$ cat config.mk
export PLATFORM = sky130hd
export DESIGN_NAME = regfile_write_arbiter_flat
export DESIGN_NICKNAME = d
export VERILOG_FILES = /design/src/rtl/regfile_write_arbiter_if.sv /design/src/rtl/regfile_write_arbiter.sv /design/src/flat_wrapper.sv
export SDC_FILE = /design/constraint.sdc
export NUM_CORES = 1
export LEC_CHECK = 0
export ABC_AREA = 0
export BUFFER_PORTS_ARGS = -buffer_cell sky130_fd_sc_hd__clkbuf_2
export CORE_ASPECT_RATIO = 0.6
export CORE_MARGIN = 2
export CORE_UTILIZATION = 52
export CTS_BUF_LIST = sky130_fd_sc_hd__clkbuf_16
export DETAILED_ROUTE_END_ITERATION = 10
export GPL_TIMING_DRIVEN = 0
export PLACE_DENSITY = 0.81
export SETUP_SLACK_MARGIN = 0.3
export SYNTH_ARGS = -nofsm -noshare
export SYNTH_HDL_FRONTEND = slang
export SYNTH_SLANG_ARGS = --single-unit
$ cat constraint.sdc
create_clock -name clock -period 3.8 [get_ports clock]
set_clock_uncertainty 0.2 [all_clocks]
set_input_delay 0.76 -clock clock [delete_from_list [all_inputs] [get_ports clock]]
set_output_delay 0.76 -clock clock [all_outputs]
set_load 0.03 [all_outputs]
$ cat src/rtl/regfile_write_arbiter_if.sv
// Bundles the writeback, game-event and regfile-write signals around the write-port arbiter.
// The slave modport belongs to the arbiter; master is the view of whoever drives it.
interface regfile_write_arbiter_if #(
  parameter int DEPTH = 4
);
  localparam int CountW = $clog2(DEPTH) + 1;

  logic              cpu_we;
  logic [4:0]        cpu_wreg;
  logic [31:0]       cpu_wdata;
  logic              cpu_stall;
  logic              game_valid;
  logic [2:0]        game_points;
  logic              game_ready;
  logic              game_clear;
  logic              rf_we;
  logic [4:0]        rf_wreg;
  logic [31:0]       rf_wdata;
  logic [31:0]       score;
  logic [CountW-1:0] fifo_count;

  modport slave (
    input  cpu_we, cpu_wreg, cpu_wdata, game_valid, game_points, game_clear,
    output cpu_stall, game_ready, rf_we, rf_wreg, rf_wdata, score, fifo_count
  );

  modport master (
    output cpu_we, cpu_wreg, cpu_wdata, game_valid, game_points, game_clear,
    input  cpu_stall, game_ready, rf_we, rf_wreg, rf_wdata, score, fifo_count
  );
endinterface

$ cat src/rtl/regfile_write_arbiter.sv
// Shares the regfile write port: CPU writes pass through with zero latency, then a pending score
// clear, then queued score events; game_ready drops only when the event FIFO is full.
module regfile_write_arbiter #(
  parameter int DEPTH     = 4,
  parameter int MAX_WAIT  = 8,
  parameter int SCORE_REG = 29
) (
  input logic                    clock,
  input logic                    ctrl_reset,
  regfile_write_arbiter_if.slave bus
);
  localparam int PtrW  = $clog2(DEPTH);
  localparam int CntW  = $clog2(DEPTH) + 1;
  localparam int WaitW = $clog2(MAX_WAIT + 1);
  localparam logic [CntW-1:0]  FullCount = CntW'(DEPTH);
  localparam logic [WaitW-1:0] WaitLimit = WaitW'(MAX_WAIT - 1);
  localparam logic [4:0]       ScoreReg  = 5'(SCORE_REG);

  logic [2:0]       fifoMem [DEPTH];
  logic [PtrW-1:0]  rdPtr;
  logic [PtrW-1:0]  wrPtr;
  logic [CntW-1:0]  count;
  logic [31:0]      scoreReg;
  logic             clearPending;
  logic [WaitW-1:0] waitCnt;
  logic             stallReg;

  logic        fifoEmpty;
  logic        slotPending;
  logic        gameReady;
  logic        pushOk;
  logic        cpuGrant;
  logic        clearGrant;
  logic        gameGrant;
  logic [31:0] gameSum;

  always_comb begin
    fifoEmpty   = (count == '0);
    slotPending = !fifoEmpty || clearPending;
    gameReady   = (count < FullCount) && !ctrl_reset;
    // An event offered alongside a clear would land in the FIFO being flushed, so drop it.
    pushOk      = bus.game_valid && gameReady && !bus.game_clear;
    cpuGrant    = bus.cpu_we && (bus.cpu_wreg != 5'd0) && !stallReg && !ctrl_reset;
    clearGrant  = !cpuGrant && clearPending;
    gameGrant   = !cpuGrant && !clearPending && !fifoEmpty;
    gameSum     = scoreReg + {29'd0, fifoMem[rdPtr]};

    bus.rf_we    = 1'b0;
    bus.rf_wreg  = 5'd0;
    bus.rf_wdata = 32'd0;
    if (cpuGrant) begin
      bus.rf_we    = 1'b1;
      bus.rf_wreg  = bus.cpu_wreg;
      bus.rf_wdata = bus.cpu_wdata;
    end else if (clearGrant) begin
      bus.rf_we    = 1'b1;
      bus.rf_wreg  = ScoreReg;
    end else if (gameGrant) begin
      bus.rf_we    = 1'b1;
      bus.rf_wreg  = ScoreReg;
      bus.rf_wdata = gameSum;
    end
  end

  always_ff @(posedge clock) begin
    if (pushOk) fifoMem[wrPtr] <= bus.game_points;
  end

  always_ff @(posedge clock or posedge ctrl_reset) begin
    if (ctrl_reset) begin
      rdPtr        <= '0;
      wrPtr        <= '0;
      count        <= '0;
      scoreReg     <= '0;
      clearPending <= 1'b0;
      waitCnt      <= '0;
      stallReg     <= 1'b0;
    end else begin
      if (bus.game_clear) begin
        rdPtr <= '0;
        wrPtr <= '0;
        count <= '0;
      end else begin
        if (pushOk)    wrPtr <= wrPtr + PtrW'(1);
        if (gameGrant) rdPtr <= rdPtr + PtrW'(1);
        count <= count + CntW'(pushOk) - CntW'(gameGrant);
      end

      if (bus.game_clear)  clearPending <= 1'b1;
      else if (clearGrant) clearPending <= 1'b0;

      // The shadow follows whatever value actually went to the score register.
      if (clearGrant)                                scoreReg <= 32'd0;
      else if (gameGrant)                            scoreReg <= gameSum;
      else if (cpuGrant && bus.cpu_wreg == ScoreReg) scoreReg <= bus.cpu_wdata;

      stallReg <= 1'b0;
      if (clearGrant || gameGrant || !slotPending) begin
        waitCnt <= '0;
      end else if (waitCnt == WaitLimit) begin
        waitCnt  <= '0;
        stallReg <= 1'b1;
      end else begin
        waitCnt <= waitCnt + WaitW'(1);
      end
    end
  end

  assign bus.game_ready = gameReady;
  assign bus.cpu_stall  = stallReg;
  assign bus.score      = scoreReg;
  assign bus.fifo_count = count;
endmodule

$ cat src/flat_wrapper.sv
// flat-port wrapper written by rule: the top's interface ports become plain ports
module regfile_write_arbiter_flat 
#(
  parameter int DEPTH     = 4,
  parameter int MAX_WAIT  = 8,
  parameter int SCORE_REG = 29
)
  (clock, ctrl_reset, bus_cpu_we, bus_cpu_wreg, bus_cpu_wdata, bus_game_valid, bus_game_points, bus_game_clear, bus_cpu_stall, bus_game_ready, bus_rf_we, bus_rf_wreg, bus_rf_wdata, bus_score, bus_fifo_count);
  regfile_write_arbiter_if #(.DEPTH(DEPTH)) bus_i ();
  input logic clock;
  input logic ctrl_reset;
  input wire logic [$bits(bus_i.cpu_we)-1:0] bus_cpu_we;
  input wire logic [$bits(bus_i.cpu_wreg)-1:0] bus_cpu_wreg;
  input wire logic [$bits(bus_i.cpu_wdata)-1:0] bus_cpu_wdata;
  input wire logic [$bits(bus_i.game_valid)-1:0] bus_game_valid;
  input wire logic [$bits(bus_i.game_points)-1:0] bus_game_points;
  input wire logic [$bits(bus_i.game_clear)-1:0] bus_game_clear;
  output wire logic [$bits(bus_i.cpu_stall)-1:0] bus_cpu_stall;
  output wire logic [$bits(bus_i.game_ready)-1:0] bus_game_ready;
  output wire logic [$bits(bus_i.rf_we)-1:0] bus_rf_we;
  output wire logic [$bits(bus_i.rf_wreg)-1:0] bus_rf_wreg;
  output wire logic [$bits(bus_i.rf_wdata)-1:0] bus_rf_wdata;
  output wire logic [$bits(bus_i.score)-1:0] bus_score;
  output wire logic [$bits(bus_i.fifo_count)-1:0] bus_fifo_count;
  assign bus_i.cpu_we = bus_cpu_we;
  assign bus_i.cpu_wreg = bus_cpu_wreg;
  assign bus_i.cpu_wdata = bus_cpu_wdata;
  assign bus_i.game_valid = bus_game_valid;
  assign bus_i.game_points = bus_game_points;
  assign bus_i.game_clear = bus_game_clear;
  assign bus_cpu_stall = bus_i.cpu_stall;
  assign bus_game_ready = bus_i.game_ready;
  assign bus_rf_we = bus_i.rf_we;
  assign bus_rf_wreg = bus_i.rf_wreg;
  assign bus_rf_wdata = bus_i.rf_wdata;
  assign bus_score = bus_i.score;
  assign bus_fifo_count = bus_i.fifo_count;
  regfile_write_arbiter #(.DEPTH(DEPTH), .MAX_WAIT(MAX_WAIT), .SCORE_REG(SCORE_REG)) u_core (.clock(clock), .ctrl_reset(ctrl_reset), .bus(bus_i));
endmodule
==> impl_metrics.tcl <==
set metrics [dict create \
    crit_fanout 5 \
    grt_max_degree 38 \
    path_delay_family "compound AO/OA/AOI/OAI gates" \
    n_antenna_cell 0 \
    synth_area_leaders "dfrtp_1 29%, edfxtp_1 9.4%, nand2_1 6.3%" \
    power_mw 2.76 \
    fin_nets 651 \
    first_pass_iters 8 \
    cts_buffers 9 \
    wl_per_cell_um 22.3 \
    fin_ws_ns -0.246 \
    final_cells 690 \
    worst_pin_slew_ns 0.917 \
    routed-via-count 4517 \
    num_rows 24 \
    io_buffers 118 \
    worst_setup_path_start_kind "register" \
    dp_cells 630 \
    core-area_um2 7210 \
    hp-class "input port to async pin" \
    antenna_found_initial 0 \
    yosys.area.top_type "dfrtp_1" \
    crit_slowest_cell "mux4_2" \
    synthCells 420 \
    cts_buffer_depth 2 \
    crit_buf_inv 4 \
    relSlewSlack_pct 38.6 \
    area_growth_syn_to_layout_pct 54.5 \
    ios 120 \
    rsz0062_at_grt "true" \
    clock_power_share_pct 26.7 \
    start_util_pct 53.4 \
    cap_viol_max_count 0 \
    finalCritPeriodShare_pct 106 \
    power_frac_seq_pct 27.8 \
    slew_viol_final 0 \
    slowest_delay_ns 0.54 \
    min_period_ns 4.05 \
    ys_async_sr_fraction_pct 78.9 \
    p_int_mw 1.60 \
    clock-sinks 57 \
    track_usage_pct 33.5 \
    cts.root.buffer_cell "clkbuf_16" \
    status "finished, violations left" \
    p_sw_share_pct 42.1 \
    syn_area_per_cell_um2 9.15 \
    violations "negative setup slack" \
    drive_above_1_share_pct 46.4 \
    hold_ws_ns 0.158 \
    htree_levels 3 \
    switching_power_mw 1.16 \
    worstPathCellList "buf_8 > mux4_2 > ha_4 > a21oi_4 > a211oi_4 > buf_4 > buf_6 > nand2_1 > xor2_1 > o21ai_2 > clkbuf_8" \
    gp_congestion 0.880 \
    end_kind "output port" \
    route.detailed.drc 0 \
    ys_ff_latch 57 \
    worstPathArrival_ns 3.09 \
    setup_viol 25 \
    synth_top_area_share_pct 29.3 \
    worstSetupPathType "register to output port" \
    grt_pass1_vias 4171 \
    seq_area_frac_synth_pct 38.7 \
    powerDensity_nw_per_um2 465 \
    p_comb_share_pct 45.5 \
    die_h_um 70.6 \
    hold_viol 0 \
    cp.required_ns 2.84 \
    ys_warn_count 0 \
    power.static_leakage_nw 2.70 \
    dieArea_um2 8120 \
    die_w_um 115 \
    wl_mm 15.4 \
    synthFlopType "dfrtp_1" \
    layout_commonest_cell "clkbuf_2" \
    ys_types 63 \
    grt_pass1_wl_mm 21.0 \
    via_per_inst 6.55 \
    drt_iter0_drc 641 \
    synth_area_um2 3840 \
    hpwl_mm 8.64 \
    cts_tree "built" \
    final_cell_mix "91 x clkbuf_2, 61 x nand2_1, 45 x dfrtp_1" \
    max_freq_ghz 0.247 \
    synth.net_count 477 \
    grt-ovfl-total 0 \
    peakVddDrop_uv 299 \
    path_clk_slew_ns 0.05 \
    clock_latency_ns 0.34 \
    synth_edf_count 12 \
    ant_nets 0 \
]
## sequential cells by signal, summed over array words and instances (netlist names)
signal                 cells
u_core.bus.score          32
u_core.rdPtr               2
u_core.wrPtr               2
u_core.waitCnt             4
u_core.bus.cpu_stall       1
u_core.clearPending        1
u_core.fifoMem            12
u_core.bus.fifo_count      3
## logic make-up (layout without fill, tap and decap cells)
family	count (synthesis)	after routing	share of synthesized area [%]
fa+ha+maj	12	12	4.30
buf+inv	37	216	4.78
flops	57	57	38.7
xor+xnor	33	33	7.52
compound gates	105	105	18.8
simple gates	170	170	23.4
mux	6	6	2.54
## stage by stage
| stage | utilization, % | cell area (um2) | worst slack, ns | TNS [ns] |
|---|---|---|---|---|
| 2_1_floorplan | - | 3910 | 0.199 | 0 |
| 3_3_place_gp | 64.1 | 4620 | -0.270 | -0.662 |
| 3_5_place_dp | 64.4 | 4640 | -0.285 | -0.792 |
| 4_1_cts | 77.2 | 5560 | -0.117 | -0.786 |
| 5_1_grt | 82.4 | 5940 | -0.340 | -5.74 |
| 6_report | 82.4 | 5940 | -0.246 | -3.43 |
## layer usage
layer	track usage (%)	wire length, um	up-vias
met5	0	0	-
met1	44.9	5800	2108
met2	51.6	6730	429
li1	-	-	1875
met4	10.8	855	0
met3	11.7	2040	105
## cell usage after synthesis, types with 7 or more instances
cell type	n
nor3_1	17
o21ai_1	7
o21ai_0	36
nand3_1	17
inv_1	15
nand2_1	65
dfrtp_1	45
nand4_1	8
a21o_1	11
and2_1	11
a221o_1	13
clkbuf_1	9
nor2_1	17
ha_1	10
edfxtp_1	12
xor2_1	15
xnor2_1	18
a21oi_1	9
## path summary, 6_finish.rpt
kind	start	to	slack, ns	depth (start not counted)
max	u_core.rdPtr[0]	bus_rf_wdata[19]	-0.25	11
min	ctrl_reset	u_core.wrPtr[1]	0.16	2
max reg2reg	u_core.rdPtr[0]	u_core.bus.score[10]	0.13	20
min reg2reg	u_core.waitCnt[3]	u_core.bus.cpu_stall	0.33	1
max in group asynchronous	ctrl_reset	u_core.bus.score[1]	2.75	3
min in group clock	u_core.waitCnt[3]	u_core.bus.cpu_stall	0.33	1
## final cells by class
| class | count | area (um2) |
|---|---|---|
| timing repair buffer | 163 | 1220 |
| clock inverter | 7 | 40.0 |
| fill | 360 | 1270 |
| tap | 91 | 114 |
| inverter | 16 | 60.1 |
| clock buffer | 9 | 225 |
| sequential | 57 | 1490 |
| multi-input combinational | 326 | 2640 |
| buffer | 21 | 155 |
## power groups by stage
stage	sequential (mW)	clock, mW	combinational [mW]
floorplan	0.826	0	0.553
global placement	0.755	0	0.862
detailed placement	0.759	0	0.891
CTS	0.758	0.720	1.05
global route	0.773	0.766	1.31
finish	0.768	0.737	1.26
## repair_timing
action | 4_1_cts | 5_1_grt
pin swaps | 27 | 39
buffers inserted | 24 | 19
endpoints found under the hold margin | 0 | 0
hold buffers | 0 | 0
endpoints found under the setup margin | 32 | 34
resized for setup | 108 | 64
gates cloned | 1 | 0
## worst reg2reg max path: cells and delay by family (launching register included)
family                   cells  cell delay, ns
flip-flops                   1            0.35
buffers and inverters       12            1.25
adder cells (fa/ha/maj)      2            0.42
AND/OR/NAND/NOR              2            0.21
AO/OA/AOI/OAI                3            0.62
multiplexers                 1            0.53
Note: power is estimated with default switching activity, not from simulation.
